**src/rtl/gc_flush_sequencer.sv**
```systemverilog
// Global-control flush sequencer: arbitrates channel requests, exceptions and interrupts, then drains,
// flushes, optionally clears TLBs and discards the post-issue pipeline. Optional watchdog: GC_DRAIN_TIMEOUT_EN.
module gc_flush_sequencer #(
  parameter int unsigned NUM_CH          = 4,
  parameter int unsigned CNT_W           = 7,
  parameter int unsigned CLEAR_DEPTH     = 64,
  parameter int unsigned INT_WAIT_CYCLES = 2,
  parameter int unsigned DRAIN_TIMEOUT   = 1024
) (
  input  logic                 clk,
  input  logic                 rst,
  input  logic [NUM_CH-1:0]    req_valid,
  input  logic [NUM_CH-1:0]    req_drain,
  input  logic [NUM_CH-1:0]    req_clear,
  input  logic [NUM_CH*32-1:0] req_pc,
  output logic [NUM_CH-1:0]    req_ack,
  input  logic                 exception_valid,
  input  logic [31:0]          exception_target_pc,
  input  logic                 interrupt_pending,
  output logic                 interrupt_taken,
  input  logic [CNT_W-1:0]     post_issue_count,
  input  logic                 sq_empty,
  input  logic                 no_released_stores_pending,
  output logic                 fetch_hold,
  output logic                 issue_hold,
  output logic                 retire_hold,
  output logic                 writeback_supress,
  output logic                 tlb_flush,
  output logic                 sq_flush,
  output logic                 pc_override,
  output logic [31:0]          pc,
  output logic                 drain_timeout
);

  localparam int unsigned PC_W    = 32;
  localparam int unsigned IDX_W   = (NUM_CH > 1) ? $clog2(NUM_CH) : 1;
  localparam int unsigned MAX_CI  = (CLEAR_DEPTH > INT_WAIT_CYCLES) ? CLEAR_DEPTH : INT_WAIT_CYCLES;
  localparam int unsigned MAX_ALL = (MAX_CI > DRAIN_TIMEOUT) ? MAX_CI : DRAIN_TIMEOUT;
  localparam int unsigned TMR_W   = $clog2(MAX_ALL) + 1;

  typedef enum logic [2:0] {
    S_RESET, S_INIT_CLEAR, S_IDLE, S_INT_WAIT, S_DRAIN, S_FLUSH, S_CLEAR, S_DISCARD
  } state_e;

  typedef enum logic [1:0] {SRC_NONE, SRC_EXC, SRC_INT, SRC_CH} src_e;

  state_e             state_q, state_d;
  src_e               src_q, src_d;
  logic [IDX_W-1:0]   ch_q, ch_d;
  logic [TMR_W-1:0]   tmr_q, tmr_d;

  logic [NUM_CH-1:0]  req_ack_q, req_ack_d;
  logic               interrupt_taken_q, interrupt_taken_d;
  logic               fetch_hold_q, fetch_hold_d;
  logic               issue_hold_q, issue_hold_d;
  logic               retire_hold_q, retire_hold_d;
  logic               writeback_supress_q, writeback_supress_d;
  logic               tlb_flush_q, tlb_flush_d;
  logic               sq_flush_q, sq_flush_d;
  logic               pc_override_q, pc_override_d;
  logic [PC_W-1:0]    pc_q, pc_d;
  logic               drain_timeout_q, drain_timeout_d;

  logic               req_any;
  logic [IDX_W-1:0]   req_idx;
  logic               post_idle;
  logic               timeout_fire;

  // Lowest-index pending channel wins
  always_comb begin
    req_any = |req_valid;
    req_idx = '0;
    for (int i = int'(NUM_CH) - 1; i >= 0; i--) begin
      if (req_valid[i]) req_idx = IDX_W'(i);
    end
  end

  assign post_idle = (post_issue_count == '0) && sq_empty;

  // Next-state, source latch and registered output decode
  always_comb begin
    state_d      = state_q;
    src_d        = src_q;
    ch_d         = ch_q;
    timeout_fire = 1'b0;

    unique case (state_q)
      S_RESET:      state_d = S_INIT_CLEAR;
      S_INIT_CLEAR: if (tmr_q == TMR_W'(CLEAR_DEPTH - 1)) state_d = S_IDLE;
      S_IDLE: begin
        if (exception_valid) begin
          state_d = S_FLUSH;
          src_d   = SRC_EXC;
        end else if (req_any) begin
          ch_d    = req_idx;
          src_d   = SRC_CH;
          state_d = req_drain[req_idx] ? S_DRAIN : S_FLUSH;
        end else if (interrupt_pending) begin
          state_d = S_INT_WAIT;
        end
      end
      S_INT_WAIT: begin
        if (exception_valid) begin
          state_d = S_FLUSH;
          src_d   = SRC_EXC;
        end else if (req_any || !interrupt_pending) begin
          state_d = S_IDLE;
        end else if (tmr_q == TMR_W'(INT_WAIT_CYCLES - 1)) begin
          state_d = S_DRAIN;
          src_d   = SRC_INT;
        end
      end
      S_DRAIN: begin
        // An exception pre-empts the drain; a pending channel is retried from IDLE later
        if (exception_valid) begin
          state_d = S_FLUSH;
          src_d   = SRC_EXC;
        end else if ((src_q == SRC_INT) && !interrupt_pending) begin
          state_d = S_IDLE;
        end else if (post_idle) begin
          state_d = S_FLUSH;
        end
`ifdef GC_DRAIN_TIMEOUT_EN
        else if (tmr_q == TMR_W'(DRAIN_TIMEOUT - 1)) begin
          state_d      = S_FLUSH;
          timeout_fire = 1'b1;
        end
`endif
      end
      S_FLUSH:   state_d = ((src_q == SRC_CH) && req_clear[ch_q]) ? S_CLEAR : S_DISCARD;
      S_CLEAR:   if (tmr_q == TMR_W'(CLEAR_DEPTH - 1)) state_d = S_DISCARD;
      S_DISCARD: if ((post_issue_count == '0) && no_released_stores_pending) state_d = S_IDLE;
      default:   state_d = S_RESET;
    endcase

    if ((state_d == S_IDLE) && (state_q != S_IDLE)) src_d = SRC_NONE;

    tmr_d = (state_d != state_q) ? '0 : tmr_q + TMR_W'(1);

    pc_d = pc_q;
    if (state_d == S_FLUSH) begin
      pc_d = (src_d == SRC_CH) ? req_pc[PC_W*ch_d +: PC_W] : exception_target_pc;
    end

    fetch_hold_d        = (state_d == S_INIT_CLEAR) || (state_d == S_DRAIN) ||
                          (state_d == S_FLUSH) || (state_d == S_CLEAR);
    issue_hold_d        = (state_d != S_IDLE);
    retire_hold_d       = (state_d == S_FLUSH);
    pc_override_d       = (state_d == S_FLUSH);
    writeback_supress_d = (state_d == S_INIT_CLEAR) || (state_d == S_DISCARD);
    tlb_flush_d         = (state_d == S_INIT_CLEAR) || (state_d == S_CLEAR);
    sq_flush_d          = (state_q == S_DISCARD) && (state_d == S_IDLE);
    req_ack_d           = ((state_d == S_FLUSH) && (src_d == SRC_CH)) ? (NUM_CH'(1) << ch_d) : '0;
    interrupt_taken_d   = (state_d == S_FLUSH) && (src_d == SRC_INT);
    drain_timeout_d     = timeout_fire;
  end

  always_ff @(posedge clk) begin
    if (!rst) begin
      state_q             <= S_RESET;
      src_q               <= SRC_NONE;
      ch_q                <= '0;
      tmr_q               <= '0;
      req_ack_q           <= '0;
      interrupt_taken_q   <= 1'b0;
      fetch_hold_q        <= 1'b0;
      issue_hold_q        <= 1'b0;
      retire_hold_q       <= 1'b0;
      writeback_supress_q <= 1'b0;
      tlb_flush_q         <= 1'b0;
      sq_flush_q          <= 1'b0;
      pc_override_q       <= 1'b0;
      pc_q                <= '0;
      drain_timeout_q     <= 1'b0;
    end else begin
      state_q             <= state_d;
      src_q               <= src_d;
      ch_q                <= ch_d;
      tmr_q               <= tmr_d;
      req_ack_q           <= req_ack_d;
      interrupt_taken_q   <= interrupt_taken_d;
      fetch_hold_q        <= fetch_hold_d;
      issue_hold_q        <= issue_hold_d;
      retire_hold_q       <= retire_hold_d;
      writeback_supress_q <= writeback_supress_d;
      tlb_flush_q         <= tlb_flush_d;
      sq_flush_q          <= sq_flush_d;
      pc_override_q       <= pc_override_d;
      pc_q                <= pc_d;
      drain_timeout_q     <= drain_timeout_d;
    end
  end

  assign req_ack           = req_ack_q;
  assign interrupt_taken   = interrupt_taken_q;
  assign fetch_hold        = fetch_hold_q;
  assign issue_hold        = issue_hold_q;
  assign retire_hold       = retire_hold_q;
  assign writeback_supress = writeback_supress_q;
  assign tlb_flush         = tlb_flush_q;
  assign sq_flush          = sq_flush_q;
  assign pc_override       = pc_override_q;
  assign pc                = pc_q;
  assign drain_timeout     = drain_timeout_q;

endmodule
```
**config.mk**
```make
export PLATFORM = sky130hd
export DESIGN_NAME = gc_flush_sequencer
export DESIGN_NICKNAME = d
export VERILOG_FILES = /design/src/rtl/gc_flush_sequencer.sv
export SDC_FILE = /design/constraint.sdc
export NUM_CORES = 1
export LEC_CHECK = 0
export CORE_AREA = 2 2 108 110
export DETAILED_ROUTE_END_ITERATION = 10
export DIE_AREA = 0 0 110 112
export PLACE_DENSITY_LB_ADDON = 0.15
export SYNTH_ARGS = -nofsm -noshare
export SYNTH_HDL_FRONTEND = slang
export SYNTH_SLANG_ARGS = --single-unit
```
**constraint.sdc**
```tcl
create_clock -name clk -period 2.6 [get_ports clk]
set_clock_uncertainty 0.1 [all_clocks]
set_input_delay 0.52 -clock clk [delete_from_list [all_inputs] [get_ports clk]]
set_output_delay 0.52 -clock clk [all_outputs]
set_load 0.02 [all_outputs]
```
==> results.sh <==
export IMPL_status="finished, violations left"
export IMPL_violations="negative setup slack"
export IMPL_slew_viol_final=0
export IMPL_rsz0062_at_grt="yes"
export IMPL_initial_core_util_pct=34.5
export IMPL_via_count=4916
export IMPL_die_h_um=112
export IMPL_yosysWarnings=0
export IMPL_clock_fmax_ghz=0.375
export IMPL_crit_fanout=11
export IMPL_remaining_drc_errors=0
export IMPL_slew_headroom_pct=66.7
export IMPL_hold_violations=0
export IMPL_p_leak_nw=2.74
export IMPL_first_pass_iters=4
export IMPL_antenna_found_initial=0
export IMPL_synthCells=478
export IMPL_antenna_cells=0
export IMPL_die_w_um=110
export IMPL_grt_first_pass_wirelength_um=23800
export IMPL_drt_wl_total_um=16200
export IMPL_cts_path_max_buffers=2
export IMPL_num_nets_final=944
export IMPL_cap_violations=0
export IMPL_rows=39
export IMPL_ys_top_cells_by_count="a21oi_1 (78), dfxtp_1 (61), mux2i_1 (52)"
export IMPL_ys_seq_elements=61
export IMPL_grt_max_degree=42
export IMPL_seq_area_frac_synth_pct=31.7
export IMPL_end_kind="register"
export IMPL_insertion_delay_ps=320
export IMPL_worst_endpoint_required_ps=2740
export IMPL_core_um2=11200
export IMPL_avgViaCountPerCell=5.43
export IMPL_setup_tns_ps=-818
export IMPL_worst_ir_drop_vdd_v=0.000329
export IMPL_drt_iter0_markers=190
export IMPL_syn_num_nets=665
export IMPL_yosysMostFrequentCell="a21oi_1"
export IMPL_hpwl_um=12200
export IMPL_grt_use_total_pct=24.6
export IMPL_hp_class="register to register"
export IMPL_cts_htree_levels=3
export IMPL_min_period_over_period_pct=103
export IMPL_synth_top_area_share_pct=31.7
export IMPL_synth_flop_cell="dfxtp_1"
export IMPL_setup_slack_ps=-67.5
export IMPL_io_buffers=228
export IMPL_power_density_nw_per_um2=343
export IMPL_mappedNetlistArea_um2=3850
export IMPL_critPathArrivalTime_ps=2810
export IMPL_routedWlPerCell_um=17.9
export IMPL_grt_pass1_vias=4875
export IMPL_path_class="register to register"
export IMPL_totalPowerFinal_w=0.00263
export IMPL_num_io_pins=230
export IMPL_startpoint_type="register"
export IMPL_tightest_slew_ps=494
export IMPL_layout_drive_gt1_share_pct=23.6
export IMPL_ant_nets=0
export IMPL_setup_viol=32
export IMPL_synth_area_leaders="dfxtp_1 (32%), mux2i_1 (14%), a21oi_1 (10%), a221oi_1 (5.5%), nor4_1 (3.6%)"
export IMPL_dieArea_um2=12300
export IMPL_final_util_pct=68.6
export IMPL_grt_overflow_total=0
export IMPL_ys_async_sr_fraction_pct=0
export IMPL_finalCriticalPeriod_ps=2670
export IMPL_cts_root_buffer="clkbuf_16"
export IMPL_cts_buffers=9
export IMPL_synth_cell_type_count=56
export IMPL_cts_reportedPaths_clkPinSlew_ps=50
export IMPL_tritoncts="built"
export IMPL_areaGrowthSynthToFinish_pct=98.9
export IMPL_syn_avg_cell_area_um2=8.06
export IMPL_gp_congestion=0.978
export IMPL_yosysTopAreaCell="dfxtp_1"
export IMPL_whs_ps=347
export IMPL_synth_edff_count=0
export IMPL_cts_sinks=61
==> report_power, final <==
part	leakage [nW]	switching, W	internal (W)
registers	0.495	0.00000885	0.000944
logic	2.10	0.000158	0.000329
clock network	0.143	0.000421	0.000765
total	2.74	0.000588	0.00204
==> worst paths after layout <==
kind	from	endpoint	slack, ps	depth (start not counted)
worst max-delay path	tmr_q[7]	pc[1]	-70	10
worst min-delay path	tmr_q[0]	tmr_q[0]	350	1
worst max register to register	tmr_q[7]	pc[1]	-70	10
worst min register to register	tmr_q[0]	tmr_q[0]	350	1
==> stage by stage <==
step	setup WS (ps)	area (um2)	instances
global placement	-476	6830	875
floorplan	6.94	3900	478
finish	-67.5	7670	905
CTS	1.35	7260	898
detailed placement	-491	6830	875
global route	-135	7670	905
==> sequential cells by signal, indices dropped and copies added, names as in the netlist <==
| register | flops |
|---|---|
| pc | 32 |
| tmr_q | 11 |
| req_ack | 4 |
| state_q | 3 |
| ch_q | 2 |
| src_q | 2 |
| fetch_hold | 1 |
| interrupt_taken | 1 |
| issue_hold | 1 |
| pc_override | 1 |
| sq_flush | 1 |
| tlb_flush | 1 |
| writeback_supress | 1 |
==> logic make-up after synthesis <==
family,Yosys count,synth area share (%)
compound gates,163,25.4
simple gates,138,19.9
flops,61,31.7
mux,54,14.1
buf+inv,50,6.10
xor+xnor,9,2.05
fa+ha+maj,2,0.649
other cells,1,0.0973
==> metal layers <==
metal	wire length, um	track usage [%]
met1	6330	29.1
met2	8220	42.6
met3	1250	6.15
met4	414	8.61
met5	0	0
==> final cells by class <==
cell class	count	area, um2
clock buffer	12	246
tap	143	179
multi-input combinational	367	2770
clock inverter	4	47.5
timing repair buffer	312	3170
fill	880	3510
sequential	61	1230
inverter	6	22.5
==> repair_timing <==
item / in CTS / in global routing
gates cloned: 1 / 3
endpoints found under the setup margin: 45 / 54
gates resized for setup: 17 / 87
pin swaps: 5 / 11
hold buffers: 0 / 0
buffers inserted: 6 / 6
==> placed cells by master (no fill, tap or decap), types with 3 or more instances in the layout <==
| master | synthesis | routed |
|---|---|---|
| a21oi_1 | 78 | 67 |
| a21oi_2 | 0 | 10 |
| a221oi_1 | 24 | 22 |
| and2_1 | 5 | 3 |
| and3_1 | 5 | 3 |
| buf_12 | 0 | 14 |
| buf_4 | 2 | 60 |
| buf_6 | 3 | 7 |
| clkbuf_16 | 0 | 12 |
| clkdlybuf4s50_1 | 0 | 223 |
| dfxtp_1 | 61 | 57 |
| dfxtp_2 | 0 | 4 |
| inv_1 | 6 | 6 |
| mux2i_1 | 52 | 48 |
| mux2i_4 | 0 | 3 |
| nand2_1 | 34 | 34 |
| nand2b_1 | 3 | 3 |
| nand3_1 | 7 | 7 |
| nor2_1 | 25 | 14 |
| nor2_2 | 0 | 5 |
| nor2_4 | 0 | 6 |
| nor2b_1 | 4 | 4 |
| nor3_1 | 12 | 11 |
| nor3_2 | 4 | 5 |
| nor3b_1 | 5 | 4 |
| nor4_1 | 22 | 19 |
| nor4_2 | 1 | 3 |
| o21ai_0 | 19 | 6 |
| o21ai_1 | 22 | 17 |
| o21ai_2 | 0 | 18 |
| xnor2_1 | 6 | 6 |
| xor2_1 | 3 | 3 |
==> worst max-delay path: stages (launching register included) <==
cell	delay, ps
dfxtp_2	320
or4_4	550
nor4_4	270
mux2_4	360
a211oi_4	200
buf_6	170
a21oi_4	60
buf_12	150
buf_12	120
clkbuf_16	160
a21oi_1	140
Note: power is estimated with default switching activity, not from simulation.
